$ cat src/rtl/cpu_types_pkg.sv
// Shared datapath types for the pipelined CPU: word/register widths, the
// execute-to-memory pipeline entry and the EX/MEM buffer occupancy states.
package cpu_types_pkg;

  localparam int unsigned DATA_W = 32;
  localparam int unsigned REG_W  = 5;

  typedef logic [DATA_W-1:0] word_t;
  typedef logic [REG_W-1:0]  regbits_t;

  typedef struct packed {
    word_t    alu;
    word_t    store_dat;
    regbits_t wsel;
    logic     regwr;
    logic     memren;
    logic     memwen;
    logic     zero;
    logic     negative;
  } ex_mem_t;

  typedef enum logic [1:0] {EMPTY, HALF, FULL} exmem_state_t;

endpackage

$ cat src/rtl/ex_mem_buffer_if.sv
// Execute-to-memory channel: valid/ready entry from the ALU side and the
// head entry presented to the memory stage.
interface ex_mem_buffer_if;
  import cpu_types_pkg::*;

  // Execute side
  logic     in_valid;
  logic     in_ready;
  word_t    alu_out;
  logic     zero_flag;
  logic     negative_flag;
  logic     overflow_flag;
  word_t    store_dat;
  regbits_t wsel;
  logic     regwr;
  logic     memren;
  logic     memwen;
  logic     trap_en;
  logic     flush;

  // Memory side
  logic     out_valid;
  logic     out_ready;
  word_t    out_alu;
  word_t    out_store_dat;
  regbits_t out_wsel;
  logic     out_regwr;
  logic     out_memren;
  logic     out_memwen;
  logic     out_zero;
  logic     out_negative;

  // The pipeline around the buffer: drives execute-side inputs and out_ready
  modport master (
    output in_valid, alu_out, zero_flag, negative_flag, overflow_flag, store_dat, wsel,
           regwr, memren, memwen, trap_en, flush, out_ready,
    input  in_ready, out_valid, out_alu, out_store_dat, out_wsel, out_regwr, out_memren,
           out_memwen, out_zero, out_negative
  );

  // The buffer itself
  modport slave (
    input  in_valid, alu_out, zero_flag, negative_flag, overflow_flag, store_dat, wsel,
           regwr, memren, memwen, trap_en, flush, out_ready,
    output in_ready, out_valid, out_alu, out_store_dat, out_wsel, out_regwr, out_memren,
           out_memwen, out_zero, out_negative
  );

endinterface

$ cat src/rtl/ex_mem_buffer.sv
// Two-entry EX/MEM skid buffer. Trap-enabled ALU overflows are stored with
// their side effects suppressed, pulse ovf_trap and bump a saturating counter.
module ex_mem_buffer
  import cpu_types_pkg::*;
#(
  parameter int unsigned CNT_W = 8
) (
  input  logic             CLK,
  input  logic             RST,
  ex_mem_buffer_if.slave   bus,
  output logic             ovf_trap,
  output logic [CNT_W-1:0] ovf_count
);

  exmem_state_t     state_q, state_d;
  ex_mem_t          main_q, main_d;
  ex_mem_t          skid_q, skid_d;
  logic             trap_q, trap_d;
  logic [CNT_W-1:0] cnt_q, cnt_d;

  logic    accept, pop, trap_take;
  ex_mem_t in_entry;

  assign accept    = bus.in_valid & bus.in_ready;
  assign pop       = bus.out_valid & bus.out_ready;
  assign trap_take = accept & bus.overflow_flag & bus.trap_en & ~bus.flush;

  // A trapped op keeps its result for visibility but must not write anything
  always_comb begin
    in_entry.alu       = bus.alu_out;
    in_entry.store_dat = bus.store_dat;
    in_entry.wsel      = bus.wsel;
    in_entry.zero      = bus.zero_flag;
    in_entry.negative  = bus.negative_flag;
    in_entry.regwr     = bus.regwr;
    in_entry.memren    = bus.memren;
    in_entry.memwen    = bus.memwen;
    if (bus.overflow_flag && bus.trap_en) begin
      in_entry.regwr  = 1'b0;
      in_entry.memren = 1'b0;
      in_entry.memwen = 1'b0;
    end
  end

  // State and storage registers
  always_ff @(posedge CLK or posedge RST) begin
    if (RST) begin
      state_q <= EMPTY;
      main_q  <= '0;
      skid_q  <= '0;
      trap_q  <= 1'b0;
      cnt_q   <= '0;
    end else begin
      state_q <= state_d;
      main_q  <= main_d;
      skid_q  <= skid_d;
      trap_q  <= trap_d;
      cnt_q   <= cnt_d;
    end
  end

  // Next state and entry movement
  always_comb begin
    state_d = state_q;
    main_d  = main_q;
    skid_d  = skid_q;
    if (bus.flush) begin
      state_d = EMPTY;
    end else begin
      unique case (state_q)
        EMPTY: begin
          if (accept) begin
            state_d = HALF;
            main_d  = in_entry;
          end
        end
        HALF: begin
          if (accept && pop) begin
            main_d = in_entry;
          end else if (accept) begin
            state_d = FULL;
            skid_d  = in_entry;
          end else if (pop) begin
            state_d = EMPTY;
          end
        end
        FULL: begin
          if (pop) begin
            state_d = HALF;
            main_d  = skid_q;
          end
        end
        default: state_d = EMPTY;
      endcase
    end
  end

  always_comb begin
    trap_d = trap_take;
    cnt_d  = cnt_q;
    if (trap_take && (cnt_q != {CNT_W{1'b1}})) begin
      cnt_d = cnt_q + 1'b1;
    end
  end

  // Outputs depend on registered state only, so out_ready never reaches in_ready
  always_comb begin
    bus.in_ready      = (state_q != FULL);
    bus.out_valid     = (state_q != EMPTY);
    bus.out_alu       = main_q.alu;
    bus.out_store_dat = main_q.store_dat;
    bus.out_wsel      = main_q.wsel;
    bus.out_regwr     = main_q.regwr;
    bus.out_memren    = main_q.memren;
    bus.out_memwen    = main_q.memwen;
    bus.out_zero      = main_q.zero;
    bus.out_negative  = main_q.negative;
    ovf_trap          = trap_q;
    ovf_count         = cnt_q;
  end

endmodule

$ cat src/flat_wrapper.sv
// flat-port wrapper written by rule: the top's interface ports become plain ports
module ex_mem_buffer_flat import cpu_types_pkg::*;
#(
  parameter int unsigned CNT_W = 8
)
  (CLK, RST, ovf_trap, ovf_count, bus_in_valid, bus_alu_out, bus_zero_flag, bus_negative_flag, bus_overflow_flag, bus_store_dat, bus_wsel, bus_regwr, bus_memren, bus_memwen, bus_trap_en, bus_flush, bus_out_ready, bus_in_ready, bus_out_valid, bus_out_alu, bus_out_store_dat, bus_out_wsel, bus_out_regwr, bus_out_memren, bus_out_memwen, bus_out_zero, bus_out_negative);
  ex_mem_buffer_if bus_i ();
  input  logic CLK;
  input  logic RST;
  output logic ovf_trap;
  output logic [CNT_W-1:0] ovf_count;
  input wire logic [$bits(bus_i.in_valid)-1:0] bus_in_valid;
  input wire logic [$bits(bus_i.alu_out)-1:0] bus_alu_out;
  input wire logic [$bits(bus_i.zero_flag)-1:0] bus_zero_flag;
  input wire logic [$bits(bus_i.negative_flag)-1:0] bus_negative_flag;
  input wire logic [$bits(bus_i.overflow_flag)-1:0] bus_overflow_flag;
  input wire logic [$bits(bus_i.store_dat)-1:0] bus_store_dat;
  input wire logic [$bits(bus_i.wsel)-1:0] bus_wsel;
  input wire logic [$bits(bus_i.regwr)-1:0] bus_regwr;
  input wire logic [$bits(bus_i.memren)-1:0] bus_memren;
  input wire logic [$bits(bus_i.memwen)-1:0] bus_memwen;
  input wire logic [$bits(bus_i.trap_en)-1:0] bus_trap_en;
  input wire logic [$bits(bus_i.flush)-1:0] bus_flush;
  input wire logic [$bits(bus_i.out_ready)-1:0] bus_out_ready;
  output wire logic [$bits(bus_i.in_ready)-1:0] bus_in_ready;
  output wire logic [$bits(bus_i.out_valid)-1:0] bus_out_valid;
  output wire logic [$bits(bus_i.out_alu)-1:0] bus_out_alu;
  output wire logic [$bits(bus_i.out_store_dat)-1:0] bus_out_store_dat;
  output wire logic [$bits(bus_i.out_wsel)-1:0] bus_out_wsel;
  output wire logic [$bits(bus_i.out_regwr)-1:0] bus_out_regwr;
  output wire logic [$bits(bus_i.out_memren)-1:0] bus_out_memren;
  output wire logic [$bits(bus_i.out_memwen)-1:0] bus_out_memwen;
  output wire logic [$bits(bus_i.out_zero)-1:0] bus_out_zero;
  output wire logic [$bits(bus_i.out_negative)-1:0] bus_out_negative;
  assign bus_i.in_valid = bus_in_valid;
  assign bus_i.alu_out = bus_alu_out;
  assign bus_i.zero_flag = bus_zero_flag;
  assign bus_i.negative_flag = bus_negative_flag;
  assign bus_i.overflow_flag = bus_overflow_flag;
  assign bus_i.store_dat = bus_store_dat;
  assign bus_i.wsel = bus_wsel;
  assign bus_i.regwr = bus_regwr;
  assign bus_i.memren = bus_memren;
  assign bus_i.memwen = bus_memwen;
  assign bus_i.trap_en = bus_trap_en;
  assign bus_i.flush = bus_flush;
  assign bus_i.out_ready = bus_out_ready;
  assign bus_in_ready = bus_i.in_ready;
  assign bus_out_valid = bus_i.out_valid;
  assign bus_out_alu = bus_i.out_alu;
  assign bus_out_store_dat = bus_i.out_store_dat;
  assign bus_out_wsel = bus_i.out_wsel;
  assign bus_out_regwr = bus_i.out_regwr;
  assign bus_out_memren = bus_i.out_memren;
  assign bus_out_memwen = bus_i.out_memwen;
  assign bus_out_zero = bus_i.out_zero;
  assign bus_out_negative = bus_i.out_negative;
  ex_mem_buffer #(.CNT_W(CNT_W)) u_core (.CLK(CLK), .RST(RST), .bus(bus_i), .ovf_trap(ovf_trap), .ovf_count(ovf_count));
endmodule
$ cat config.mk
export PLATFORM = sky130hd
export DESIGN_NAME = ex_mem_buffer_flat
export DESIGN_NICKNAME = d
export VERILOG_FILES = /design/src/rtl/cpu_types_pkg.sv /design/src/rtl/ex_mem_buffer_if.sv /design/src/rtl/ex_mem_buffer.sv /design/src/flat_wrapper.sv
export SDC_FILE = /design/constraint.sdc
export NUM_CORES = 1
export LEC_CHECK = 0
export BUFFER_PORTS_ARGS = -buffer_cell sky130_fd_sc_hd__buf_4
export CAP_MARGIN = 25
export CORE_MARGIN = 2
export CORE_UTILIZATION = 48
export CTS_CLUSTER_SIZE = 16
export DETAILED_ROUTE_END_ITERATION = 16
export GPL_ROUTABILITY_DRIVEN = 0
export PLACE_DENSITY = 0.76
export SLEW_MARGIN = 20
export SYNTH_ARGS = -nofsm -noshare
export SYNTH_HDL_FRONTEND = slang
export SYNTH_SLANG_ARGS = --single-unit
$ cat constraint.sdc
create_clock -name CLK -period 4.84 [get_ports CLK]
set_input_delay 0.968 -clock CLK [delete_from_list [all_inputs] [get_ports CLK]]
set_output_delay 0.968 -clock CLK [all_outputs]
set_load 0.1 [all_outputs]
# == Word-level counts from Yosys, hierarchy flattened ==
# Index checks and enable logic that the tools add are counted.
# totals
output_inout_bits,85
elab_cells,59
regBits,159
# classes
n_addsub,1
n_mux,12
n_eq_ne,11
bitwise,7
n_reduce_logical,9
# op_table
operator,count
$mux 74,3
$pmux 74 s3,1
$mux 2,6
$add 8x1->8 const B,1
$ne 8x8->1 const B,1
$reduce_and 4->1,2
$ne 2x1->1 const B,3
$ne 3x2->1 const B,2
$pmux 2 s3,1
$and 1x1->1,5
$reduce_and 5->1,1
$ne 4x2->1 const B,1
$logic_and 1x1->1,3
$mux 3,1
$ne 3x3->1 const B,1
$reduce_bool 3->1,1
$eq 2x1->1 const B,1
$eq 2x2->1 const B,1
$logic_not 2->1,1
$ne 2x2->1 const B,1
$not 1->1,2
$reduce_bool 2->1,1

# == Depth between registers and ports, before layout ==
# logic_depth
word_depth,7
ltp_mapped,7
mapped_depth_nobuf,5

# == Worst setup path after synthesis ==
# No wires, ideal clock.
# synth_path
path_type,reg-to-output
start,reg u_core.state_q[1]
end,out bus_in_ready
stages_incl_launch_ff,5
t_required_ns,3.872
n_path_buf,2
slack_ns,2.582
t_arrival_ns,1.290
cell_sequence,dfrtp_1 > nor2b_1 > buf_2 > clkinv_1 > buf_2
# synth_via
elab_chain_len,1
# synth_rtl
element,line_no,text
"start, declared",ex_mem_buffer.sv:15,"exmem_state_t state_q, state_d;"
"start signal, assigned",ex_mem_buffer.sv:54,state_q <= state_d;
$ne 2x2->1,ex_mem_buffer.sv:108,bus.in_ready = (state_q != FULL);
"end, declared",flat_wrapper.sv:25,output wire logic [$bits(bus_i.in_ready)-1:0] bus_in_ready;
# No other way between the ends.

# == Worst setup path after layout ==
# layout_path
start,in bus_in_valid
end,reg u_core.skid_q[26] (netlist bit)
# layout_via
elab_chain_len,4
# layout_rtl
element,line_no,text
"start, declared",flat_wrapper.sv:12,input wire logic [$bits(bus_i.in_valid)-1:0] bus_in_valid;
$and 1x1->1 (*),ex_mem_buffer.sv:24,assign accept = bus.in_valid & bus.in_ready;
$logic_and 1x1->1,ex_mem_buffer.sv:78,if (accept && pop) begin
$not 1->1 (no source line),-,
$reduce_and 4->1 (no source line) (*),-,
"end signal, assigned",ex_mem_buffer.sv:56,skid_q <= skid_d;
"end, declared",ex_mem_buffer.sv:17,"ex_mem_t skid_q, skid_d;"
# Every way passes the cells marked *; elsewhere a longest branch is shown, timed or not.
# A chain may end at the register's enable or synchronous reset.

==> run_results.csv <==
group,metric,value,unit
power_and_ir_drop,p_switching,0.00190,W
drt,routedWlPerCell,16.3,µm
layout,finish.utilization,63.1,%
cts,ctsLongestPathBuffers,2,
timing,worst_slack,2.27,ns
timing,period_share,53.1,%
critical_path,r2r-start,"u_core.state_q[1]",
floorplanning,rows,43,
drt,vias,4686,
critical_path,endpoint,"u_core.skid_q[26]",
critical_path,worst-endpoint-required,5.13,ns
critical_path,start_kind,"input pin",
drt,drc,0,
cts,cts_htree_levels,4,
power_and_ir_drop,intPower,0.00285,W
drt,m1WireLength,6.22,mm
synthesis,async_flop_share,100,%
cts,cts-root-buf,"clkbuf_16",
cts,cts_resized,0,
layout,drive_above_1_share,39.2,%
power_and_ir_drop,irDropWorstVdd,278,µV
cts,clk-insertion-delay-late,0.41,ns
synthesis,netlist_area,6700,µm²
global_route,grtUsageTotal,20.3,%
layout,area_growth,29.8,%
synthesis,synth_enable_flop_cells,0,
synthesis,netlist.area_leader.share,59.4,%
drt,antenna_left,0,
synthesis,synth_area_per_cell,12.3,µm²
place,dp_hpwl,9.53,mm
floorplanning,initial_core_util,48.6,%
timing,grt_setup_unrepaired,"false",
power_and_ir_drop,clock_power_share,27.0,%
synthesis,yosys.area.top_type,"dfrtp_1",
synthesis,syn-num-nets,626,
drt,met3_length,1.06,mm
floorplanning,fp.dieW,122,µm
drt,avgViaCountPerCell,5.25,
layout,nFillCells,1121,
synthesis,syn_inst,544,
run_status,outcome,"finished, final reports clean",
timing,worst_pin_slew,0.966,ns
floorplanning,die_h,122,µm
timing,skew,0.00883,ns
place,port_buffers,165,
timing,drv_slew,0,
power_and_ir_drop,power_density,546,nW/µm²
synthesis,synth_cell_types,31,
layout,design_area,8690,µm²
layout,diodes,0,
critical_path,cp-end-kind,"flip-flop",
critical_path,r2r_setup_slack,2.50,ns
timing,maxSlewHeadroom,35.6,%
place,placedInstanceArea,8100,µm²
global_route,grt_pass1_wl,23.3,mm
synthesis,synth_commonest_cells,"dfrtp_1, nand2_1, o21ai_0, mux2_2, mux2i_1",
drt,routed_wl,14.6,mm
critical_path,r2r_cells,4,
power_and_ir_drop,pwr-share-comb,35.0,%
power_and_ir_drop,power_leakage,4.36,nW
timing,hold_viol,0,
timing,min_period,2.57,ns
power_and_ir_drop,switching_share,40.0,%
global_route,grt_pass1_vias,4713,
min_path,hold_class,"reg2reg",
floorplanning,coreArea,13800,µm²
cts,cts_tree,"yes",
cts,clk_pin_slew,0.06,ns
global_route,grt-ovfl-total,0,
place,pre_cts_ws,1.82,ns
synthesis,ys_seq_elements,159,
critical_path,critPathArrivalTime,2.86,ns
timing,fmax,389,MHz
floorplanning,io_pins,166,
synthesis,synth_area_leaders,"dfrtp_1, mux2_2, mux2i_1, o21ai_0, nand2_1",
floorplanning,dieArea,14900,µm²
critical_path,crit_type,"in2reg",
drt,met2_length,7.05,mm
critical_path,worstPathMaxFanout,58,
critical_path,cp-startpoint,"bus_in_valid",
cts,cts_buffers,17,
power_and_ir_drop,pwr-share-seq,38.0,%
cts,holdBufCountCts,0,
synthesis,yosysMostFrequentCell,"dfrtp_1",
drt,drt_iter0_drc,260,
cts,cts_sinks,159,
synthesis,synth_ff_type,"dfrtp_1",
critical_path,r2r_end,"u_core.skid_q[26]",
global_route,grt_max_degree,160,
cts,cts_setup_buffers,0,
global_route,antenna_found_initial,0,
timing,fin_tns_setup,0,ns
drt,highest_layer,"met4",
flow_run,drv_cap,0,
layout,fin_nets,784,
synthesis,ys_warn_count,0,
timing,finalSetupViolCount,0,
drt,drtPass1Iterations,5,
synthesis,ys_seq_area_share,59.4,%
==> worst max-delay path: stages <==
cell and delay, ns:
buf_4 0.12, nor2b_1 0.29, nand3_4 0.65, buf_4 0.52
mux2_2 0.31
==> power groups by stage <==
stage	Sequential, W	Clock, W	Combinational (W)
floorplan	0.00272	0	0.000359
global placement	0.00181	0	0.00164
detailed placement	0.00183	0	0.00167
CTS	0.00181	0.00131	0.00167
global route	0.00184	0.00138	0.00174
finish	0.00181	0.00128	0.00166
==> placed cells by master (no fill, tap or decap), types with 2 or more instances in the layout <==
cell type	instances
o21ai_1	2
clkbuf_8	3
nand2_1	86
dfrtp_1	159
bufinv_16	2
mux2i_1	72
mux2_2	74
nand4_1	3
nand2b_1	2
clkbuf_1	3
o21ai_0	76
nor2_1	2
nand3_1	6
clkinvlp_4	3
and3_1	4
clkbuf_16	17
buf_4	169
mux2_1	4
clkinv_2	2
buf_12	2
a21oi_1	5
==> stage by stage <==
stage | total power, W | cells | hold WS (ns)
final | 0.00475 | 892 | 0.479
after global routing | 0.00496 | 892 | 0.510
after CTS | 0.00479 | 891 | 0.486
after detailed placement | 0.00349 | 862 | 0.472
after global placement | 0.00344 | 862 | 0.462
after floorplan | 0.00308 | 544 | 0.450
==> registers in the layout (all words and copies together) (netlist names) <==
signal	count
u_core.bus.out_alu	32
u_core.bus.out_memren	1
u_core.bus.out_memwen	1
u_core.bus.out_negative	1
u_core.bus.out_regwr	1
u_core.bus.out_store_dat	32
u_core.bus.out_wsel	5
u_core.bus.out_zero	1
u_core.ovf_count	8
u_core.ovf_trap	1
u_core.skid_q	74
u_core.state_q	2
==> cell families (layout without fill, tap and decap cells) <==
| kind of cell | after synthesis | count (layout) | share of synthesized area, % |
|---|---|---|---|
| buffers and inverters | 35 | 203 | 2.39 |
| adders and majority gates | 1 | 1 | 0.187 |
| and+or+nand+nor | 113 | 113 | 7.51 |
| muxes | 150 | 150 | 23.9 |
| xor gates and xnor gates | 1 | 1 | 0.131 |
| DFF | 159 | 159 | 59.4 |
| AOI/OAI and AO/OA | 85 | 85 | 6.47 |
==> cell type report <==
| cell class | count | area [µm²] | area share [%] |
|---|---|---|---|
| clock buffers | 23 | 478 | 5.50 |
| clock inverters | 6 | 85.1 | 0.979 |
| inverters | 2 | 11.3 | 0.130 |
| multi-input cells | 350 | 2580 | 29.7 |
| flip-flops and latches | 159 | 3980 | 45.8 |
| well taps | 180 | 225 | 2.59 |
| repair buffers | 172 | 1340 | 15.4 |
==> per-layer routing <==
layer	track usage (%)	vias up
li1	-	2209
met1	25.9	2338
met2	31.6	123
met3	8.10	16
met4	6.68	0
met5	0	-
==> worst min path at each step <==
| stage | start | end | slack [ns] | depth (start not counted) |
|---|---|---|---|---|
| 2_1_floorplan | u_core.skid_q[2] | u_core.skid_q[2] | 0.45 | 2 |
| 3_3_place_gp | u_core.skid_q[4] | u_core.skid_q[4] | 0.46 | 2 |
| 3_5_place_dp | u_core.skid_q[4] | u_core.skid_q[4] | 0.47 | 2 |
| 4_1_cts | u_core.skid_q[4] | u_core.skid_q[4] | 0.49 | 2 |
| 5_1_grt | u_core.bus.out_alu[28] | u_core.bus.out_alu[28] | 0.51 | 2 |
| 6_report | u_core.bus.out_zero | u_core.bus.out_zero | 0.48 | 2 |
Power figures use the tool's default switching activity.
